$ cat src/rtl/xalu_ise_arb_pkg.sv
// Shared types for the ISE ALU arbiter: sequencer state encoding, custom opcode
// selectors and requester id width.
package xalu_ise_arb_pkg;

   localparam int ID_W = 1;

   typedef enum logic [1:0] {
      ST_IDLE = 2'd0,
      ST_EXEC = 2'd1,
      ST_RESP = 2'd2
   } state_e;

   // fn[1:0] picks one of the four RISC-V custom major opcodes
   typedef enum logic [1:0] {
      CUSTOM_0 = 2'd0,
      CUSTOM_1 = 2'd1,
      CUSTOM_2 = 2'd2,
      CUSTOM_3 = 2'd3
   } custom_e;

endpackage

$ cat src/rtl/xalu_rr_arb2.sv
// Combinational 2-way round-robin grant: a lone requester wins outright,
// a contested cycle goes to the requester that was not served last.
module xalu_rr_arb2
   import xalu_ise_arb_pkg::*;
(
   input  logic [1:0]      req,
   input  logic [ID_W-1:0] last,
   output logic [1:0]      gnt,
   output logic [ID_W-1:0] gnt_id
);

   always_comb begin
      gnt    = 2'b00;
      gnt_id = '0;
      case (req)
         2'b01: gnt = 2'b01;
         2'b10: begin
            gnt    = 2'b10;
            gnt_id = 1'b1;
         end
         2'b11: begin
            if (last == 1'b0) begin
               gnt    = 2'b10;
               gnt_id = 1'b1;
            end else begin
               gnt = 2'b01;
            end
         end
         default: gnt = 2'b00;
      endcase
   end

endmodule

$ cat src/rtl/xalu_ise_arb.sv
// Two-requester sequencer in front of the shared ISE ALU: grant, drive the ALU
// for one cycle from registered operands, then hold the result until accepted.
//
//   state | meaning
//   IDLE  | arbitrate; latch granted operands on the handshake
//   EXEC  | ALU driven from latched operands, result/err captured
//   RESP  | result presented to source requester until rsp_rdy
module xalu_ise_arb
   import xalu_ise_arb_pkg::*;
#(
   parameter int   XLEN    = 64,
   parameter logic RR_INIT = 1'b1
) (
   input  logic            ise_clk,
   input  logic            ise_rst,

   input  logic            r0_req_val,
   output logic            r0_req_rdy,
   input  logic [4:0]      r0_fn,
   input  logic [6:0]      r0_imm,
   input  logic [XLEN-1:0] r0_in1,
   input  logic [XLEN-1:0] r0_in2,
   output logic            r0_rsp_val,
   input  logic            r0_rsp_rdy,
   output logic [XLEN-1:0] r0_rsp_out,
   output logic            r0_rsp_err,

   input  logic            r1_req_val,
   output logic            r1_req_rdy,
   input  logic [4:0]      r1_fn,
   input  logic [6:0]      r1_imm,
   input  logic [XLEN-1:0] r1_in1,
   input  logic [XLEN-1:0] r1_in2,
   output logic            r1_rsp_val,
   input  logic            r1_rsp_rdy,
   output logic [XLEN-1:0] r1_rsp_out,
   output logic            r1_rsp_err,

   output logic [4:0]      x_fn,
   output logic [6:0]      x_imm,
   output logic [XLEN-1:0] x_in1,
   output logic [XLEN-1:0] x_in2,
   output logic            x_val,
   input  logic            x_oval,
   input  logic [XLEN-1:0] x_out
);

   state_e            state_q, state_d;
   logic [ID_W-1:0]   src_q, src_d;
   logic [ID_W-1:0]   last_q, last_d;
   logic [4:0]        fn_q, fn_d;
   logic [6:0]        imm_q, imm_d;
   logic [XLEN-1:0]   in1_q, in1_d;
   logic [XLEN-1:0]   in2_q, in2_d;
   logic [XLEN-1:0]   res_q, res_d;
   logic              err_q, err_d;

   logic [1:0]        gnt;
   logic [ID_W-1:0]   gnt_id;
   logic              src_rsp_rdy;

   xalu_rr_arb2 u_arb (
      .req    ({r1_req_val, r0_req_val}),
      .last   (last_q),
      .gnt    (gnt),
      .gnt_id (gnt_id)
   );

   always_comb begin
      state_d     = state_q;
      src_d       = src_q;
      last_d      = last_q;
      fn_d        = fn_q;
      imm_d       = imm_q;
      in1_d       = in1_q;
      in2_d       = in2_q;
      res_d       = res_q;
      err_d       = err_q;
      r0_req_rdy  = 1'b0;
      r1_req_rdy  = 1'b0;
      x_val       = 1'b0;
      src_rsp_rdy = (src_q == 1'b1) ? r1_rsp_rdy : r0_rsp_rdy;

      case (state_q)
         ST_IDLE: begin
            r0_req_rdy = gnt[0];
            r1_req_rdy = gnt[1];
            if (|gnt) begin
               src_d   = gnt_id;
               fn_d    = (gnt_id == 1'b1) ? r1_fn  : r0_fn;
               imm_d   = (gnt_id == 1'b1) ? r1_imm : r0_imm;
               in1_d   = (gnt_id == 1'b1) ? r1_in1 : r0_in1;
               in2_d   = (gnt_id == 1'b1) ? r1_in2 : r0_in2;
               state_d = ST_EXEC;
            end
         end
         ST_EXEC: begin
            x_val   = 1'b1;
            res_d   = x_out;
            err_d   = ~x_oval;
            state_d = ST_RESP;
         end
         ST_RESP: begin
            if (src_rsp_rdy) begin
               last_d  = src_q;
               state_d = ST_IDLE;
            end
         end
         default: state_d = ST_IDLE;
      endcase
   end

   // Response channels are gated so the non-source requester always reads 0
   assign r0_rsp_val = (state_q == ST_RESP) && (src_q == 1'b0);
   assign r1_rsp_val = (state_q == ST_RESP) && (src_q == 1'b1);
   assign r0_rsp_out = r0_rsp_val ? res_q : '0;
   assign r1_rsp_out = r1_rsp_val ? res_q : '0;
   assign r0_rsp_err = r0_rsp_val & err_q;
   assign r1_rsp_err = r1_rsp_val & err_q;

   assign x_fn  = fn_q;
   assign x_imm = imm_q;
   assign x_in1 = in1_q;
   assign x_in2 = in2_q;

   always_ff @(posedge ise_clk) begin
      if (ise_rst) begin
         state_q <= ST_IDLE;
         src_q   <= '0;
         last_q  <= RR_INIT;
         fn_q    <= '0;
         imm_q   <= '0;
         in1_q   <= '0;
         in2_q   <= '0;
         res_q   <= '0;
         err_q   <= 1'b0;
      end else begin
         state_q <= state_d;
         src_q   <= src_d;
         last_q  <= last_d;
         fn_q    <= fn_d;
         imm_q   <= imm_d;
         in1_q   <= in1_d;
         in2_q   <= in2_d;
         res_q   <= res_d;
         err_q   <= err_d;
      end
   end

endmodule

$ cat config.mk
export PLATFORM = sky130hd
export DESIGN_NAME = xalu_ise_arb
export DESIGN_NICKNAME = d
export VERILOG_FILES = /design/src/rtl/xalu_ise_arb_pkg.sv /design/src/rtl/xalu_rr_arb2.sv /design/src/rtl/xalu_ise_arb.sv
export SDC_FILE = /design/constraint.sdc
export NUM_CORES = 1
export LEC_CHECK = 0
export CAP_MARGIN = 20
export CORE_AREA = 2 2 243 245
export CTS_CLUSTER_SIZE = 10
export DETAILED_ROUTE_END_ITERATION = 7
export DIE_AREA = 0 0 245 247
export GPL_ROUTABILITY_DRIVEN = 0
export PLACE_DENSITY_LB_ADDON = 0.12
export SLEW_MARGIN = 10
export SYNTH_ARGS = -nofsm -noshare
export SYNTH_HDL_FRONTEND = slang
export SYNTH_HIERARCHICAL = 1
export SYNTH_SLANG_ARGS = --single-unit
$ cat constraint.sdc
create_clock -name ise_clk -period 2 [get_ports ise_clk]
set_input_delay 0.3 -clock ise_clk [delete_from_list [all_inputs] [get_ports ise_clk]]
set_output_delay 0.3 -clock ise_clk [all_outputs]
set_load 0.02 [all_outputs]
# [After elaboration in Yosys (flattened, before gate mapping)]
# Index checks and enable logic that the tools add are counted.
[word_totals] ramBits=0 word_cells=44 reg_bits=209 mem_bits_ro=0 latch_bits=0 n_memories=0
[op_classes] eq_ne=7 order_cmp=0 n_reduce_logical=7 n_mux=17 add_sub_neg=0 n_bitwise=4 shifts=0 multipliers=0 div_mod_pow=0
[op_table] cell="64-bit 2-to-1 mux" count=4
[op_table] cell="2-bit one-hot mux with 3 select lines" count=2
[op_table] cell="7-bit 2-to-1 mux" count=1
[op_table] cell="2-bit == test (second input constant)" count=3
[op_table] cell="2-bit 2-to-1 mux" count=3
[op_table] cell="2-bit AND reduction" count=3
[op_table] cell="1-bit 2-to-1 mux" count=5
[op_table] cell="5-bit 2-to-1 mux" count=1
[op_table] cell="2-bit by 1-bit == test with 1-bit output (second input constant)" count=2
[op_table] cell="2-bit inequality test (second input constant)" count=2
[op_table] cell="1-bit bitwise AND" count=2
[op_table] cell="1-bit logical AND" count=2
[op_table] cell="2-bit zero test" count=1
[op_table] cell="1-bit inverter" count=2
[op_table] cell="1-bit one-hot mux with 2 select lines" count=1
[op_table] cell="2-bit OR reduction" count=1

# [Longest topological paths before layout]
[depth] ltp_word=5 ltp_mapped=8 depth_no_buf=5

# [Hierarchy]
# The synthesis kept the hierarchy.
[modules_own_cells] module="xalu_ise_arb" cells_each=1090 seq_area_each_um2=4184.0 n_inst=1 area_each_um2=9846.9
[modules_own_cells] module="xalu_rr_arb2" cells_each=4 seq_area_each_um2=0.0 n_inst=1 area_each_um2=26.3

# [Worst setup path after synthesis]
# Ideal clock, no wire load.
[synth_path] path_type="register to output" startpoint="register state_q[0]" endpoint="output r0_rsp_out[54]" path_stages_with_launch=5 arrival_time_ps=1327 setup_slack_ps=373 path_cell_list="dfxtp_1 -> nand2b_1 -> nor2_1 -> clkbuf_1 -> and2_1"
[synth_via] elab_chain_len=3
[synth_rtl] item="start, declared" line_no="xalu_ise_arb.sv:48" rtl="state_e state_q, state_d;"
[synth_rtl] item="start signal, assigned" line_no="xalu_ise_arb.sv:138" rtl="state_q <= state_d;"
[synth_rtl] item="2-bit == test" line_no="xalu_ise_arb.sv:114" rtl="assign r0_rsp_val = (state_q == ST_RESP) && (src_q == 1'b0);"
[synth_rtl] item="1-bit logical AND" line_no="xalu_ise_arb.sv:114"
[synth_rtl] item="net r0_rsp_val" line_no="xalu_ise_arb.sv:23" rtl="output logic r0_rsp_val,"
[synth_rtl] item="64-bit 2-to-1 mux" line_no="xalu_ise_arb.sv:116" rtl="assign r0_rsp_out = r0_rsp_val ? res_q : '0;"
[synth_rtl] item="end, declared" line_no="xalu_ise_arb.sv:25" rtl="output logic [XLEN-1:0] r0_rsp_out,"
# The timed path passes the listed nets, and every way through them passes these cells.

# [Worst setup path in the final report]
[layout_path] startpoint="register state_q[0]" endpoint="output r1_rsp_out[18]"
[layout_via] elab_chain_len=3
[layout_rtl] item="2-bit == test" line_no="xalu_ise_arb.sv:115" rtl="assign r1_rsp_val = (state_q == ST_RESP) && (src_q == 1'b1);"
[layout_rtl] item="1-bit logical AND" line_no="xalu_ise_arb.sv:115"
[layout_rtl] item="64-bit 2-to-1 mux" line_no="xalu_ise_arb.sv:117" rtl="assign r1_rsp_out = r1_rsp_val ? res_q : '0;"
[layout_rtl] item="end, declared" line_no="xalu_ise_arb.sv:36" rtl="output logic [XLEN-1:0] r1_rsp_out,"
# No other way between the ends.

==> run metrics <==
Area growth syn-to-layout 96.2%; clock sinks 209; hpwl dp 36300 um; compound-gate portion of the synthesized area 23.7%; register area share after synthesis 42.4%; post-route minimum period 2100 ps; Worst setup EP type output pin; Arrival @ worst endpoint 1800 ps; RSZ-0062 raised after global routing true; Post-Route WL 50600 um; total CTS buffers 28; Inst Count DP 2482; simple-gate portion of the synthesized area 14.0%; max capacitance violation total 0; dominant synthesized flop cell dfxtp_1; Die Width 245 um; max_slew headroom 46.4%; top-area cell type share of the netlist area 42.4%; Fin. Hold Viols 0; failing checks negative setup slack; P_leak 0.00742 uW; remaining antenna violation count 0; WHS 176 ps; total track usage 15.0%; vias 10700; Vias/cell 4.19; Synth top cells by count dfxtp_1 (209), a21oi_1 (206), mux2i_1 (140); Skew-Pair Late Insertion Delay 540 ps; Final Cycle Share 105%; Final Worst Setup Slack -102 ps; Hold/Removal Path Class input port to register; first-pass GRT wire length 68900 um; CTS tree built; Crit Path Max Fanout 5; CTS root buf clkbuf_16; die footprint 0.0605 sq mm; Layout Skew 8.80 ps; Async SR Flop Fraction 0%; Post-Synthesis Cells 1094; Final #Nets 2113; sequential share of power 35.1%; initial antenna violation count 2; total power draw 13900 uW; Worst-Margin Slew 804 ps; WP data required 1700 ps; GR Overflow Total 0; clock buffer depth 3; Seq cells post-synth 209; H-tree levels 1; DRC viols 0; Sw Ratio 30.8%; cell taking the most area after synthesis dfxtp_1; Post-Syn Nets 1445; Die Ht 247 um; XOR/XNOR share of the synthesized area 0%; syn_area_per_cell 9.02 sq um; EDFF count, synth 0; power density cells 719 mW/mm^2; largest net degree at the start of global routing 67; Netlist Area Pre-Place 0.00987 sq mm; critical path class register to output pin; post-synthesis adder-cell area fraction 0%; fraction of layout cells with a size suffix above 1 26.6%; FP Rows 89; clock slew seen by the registers of the worst setup and hold paths 60 ps; Gate power share 30.2%; Max VDD drop 0.000559 V; Final setup viols 108; Non-Filler Instances 2554; Max Fclk 476 MHz; Cell Int Power 9640 uW; status complete, but fails checks; First-pass DRT Iterations 4; vias in the first global route 10500; IO buf count 625; io pins 626; clock power share 34.6%; synth unique cells 29; pins over their slew limit 0; DRT iter0 DRCs 357; largest family of logic cells by synthesized area compound AO/OA/AOI/OAI gates; multiplexer share of the synthesized area 14.3%; nature of the critical path startpoint register; largest cells by area after synthesis dfxtp_1 (42%), mux2i_1 (14%), a21oi_1 (10%); most frequent cell after synthesis dfxtp_1; Initial Utilization 17.0%; routed len/inst 19.8 um; Core Area 0.0582 sq mm; Ys Warns 6; Switch Pwr 4290 uW; # diodes 0
==> logic make-up after synthesis <==
| kind of cell | Yosys count |
|---|---|
| multiplexers | 141 |
| buffers and inverters | 117 |
| flip-flops | 209 |
| AO/OA/AOI/OAI | 354 |
| AND/OR/NAND/NOR | 273 |
==> cell usage in the layout, fill, tap and decap left out, drive strengths merged, types with 2 or more instances in the layout <==
cell type | netlist | layout
a211oi | 141 | 141
nand2b | 2 | 2
and2 | 132 | 132
clkinv | 0 | 5
clkbuf | 50 | 56
buf | 63 | 249
a21oi | 206 | 206
clkdlybuf4s50 | 0 | 488
nor2 | 5 | 5
dfxtp | 209 | 209
inv | 4 | 4
nand2 | 129 | 129
a21boi | 3 | 3
mux2i | 140 | 140
o21ai | 2 | 2
==> layout make-up <==
class | instances | area, sq um
clock buffers | 43 | 848
clock inverters | 6 | 32.5
fillers | 6146 | 38900
inverters | 4 | 15.0
multi-input cells | 768 | 5470
flip-flops and latches | 209 | 4190
well taps | 773 | 967
repair buffers | 751 | 7850
==> through the flow <==
step / setup TNS, ps / area (sq um) / worst slack (ps) / utilization (%)
global route: -17790 / 19400 / -198 / 33.3
global placement: -32940 / 17600 / -274 / 30.3
floorplan: 0 / 9870 / 373 / -
finish: -6210 / 19400 / -102 / 33.3
CTS: -16480 / 18500 / -216 / 31.8
detailed placement: -31220 / 17600 / -248 / 30.3
==> critical path, cell delays in order (launching register included) <==
cell       delay [ps]
dfxtp_2           320
nand2b_4          160
nor2_4            100
buf_12            150
buf_12            130
clkbuf_16         150
and2_4            140
buf_6             100
==> flip-flops by register name, indices dropped and copies added, names as in the netlist <==
| name | cells |
|---|---|
| res_q | 64 |
| x_in1 | 64 |
| x_in2 | 64 |
| x_imm | 7 |
| x_fn | 5 |
| state_q | 2 |
| err_q | 1 |
| last_q | 1 |
| src_q | 1 |
==> final timing paths <==
kind	from	to	slack, ps	cells after the start
max	state_q[0]	r1_rsp_out[18]	-100	7
min	ise_rst	x_in1[12]	180	2
max reg2reg	last_q	x_in1[26]	150	7
min reg2reg	res_q[9]	res_q[9]	460	2
==> routing by layer <==
layer,part of all wire (%),up-vias,GRT usage (%)
met4,2.3,4,4.04
met5,0.055,-,0
li1,-,5225,-
met1,40,5040,17.2
met3,7.5,63,4.32
met2,50,382,26.9
==> power groups by stage <==
stage | Clock, uW | Combinational [uW] | Sequential, uW
floorplan | 0 | 1400 | 5360
global placement | 0 | 4140 | 4950
detailed placement | 0 | 4150 | 4960
CTS | 5030 | 4210 | 4890
global route | 5170 | 4500 | 4950
finish | 4830 | 4210 | 4900
==> timing repair <==
item,CTS,global route
resized for setup,580,354
gates cloned,2,14
buffers inserted,5,5
endpoints found under the setup margin,136,138
hold buffers,0,0
pin swaps,2,20
No activity file was read; power rests on OpenSTA's default activity.
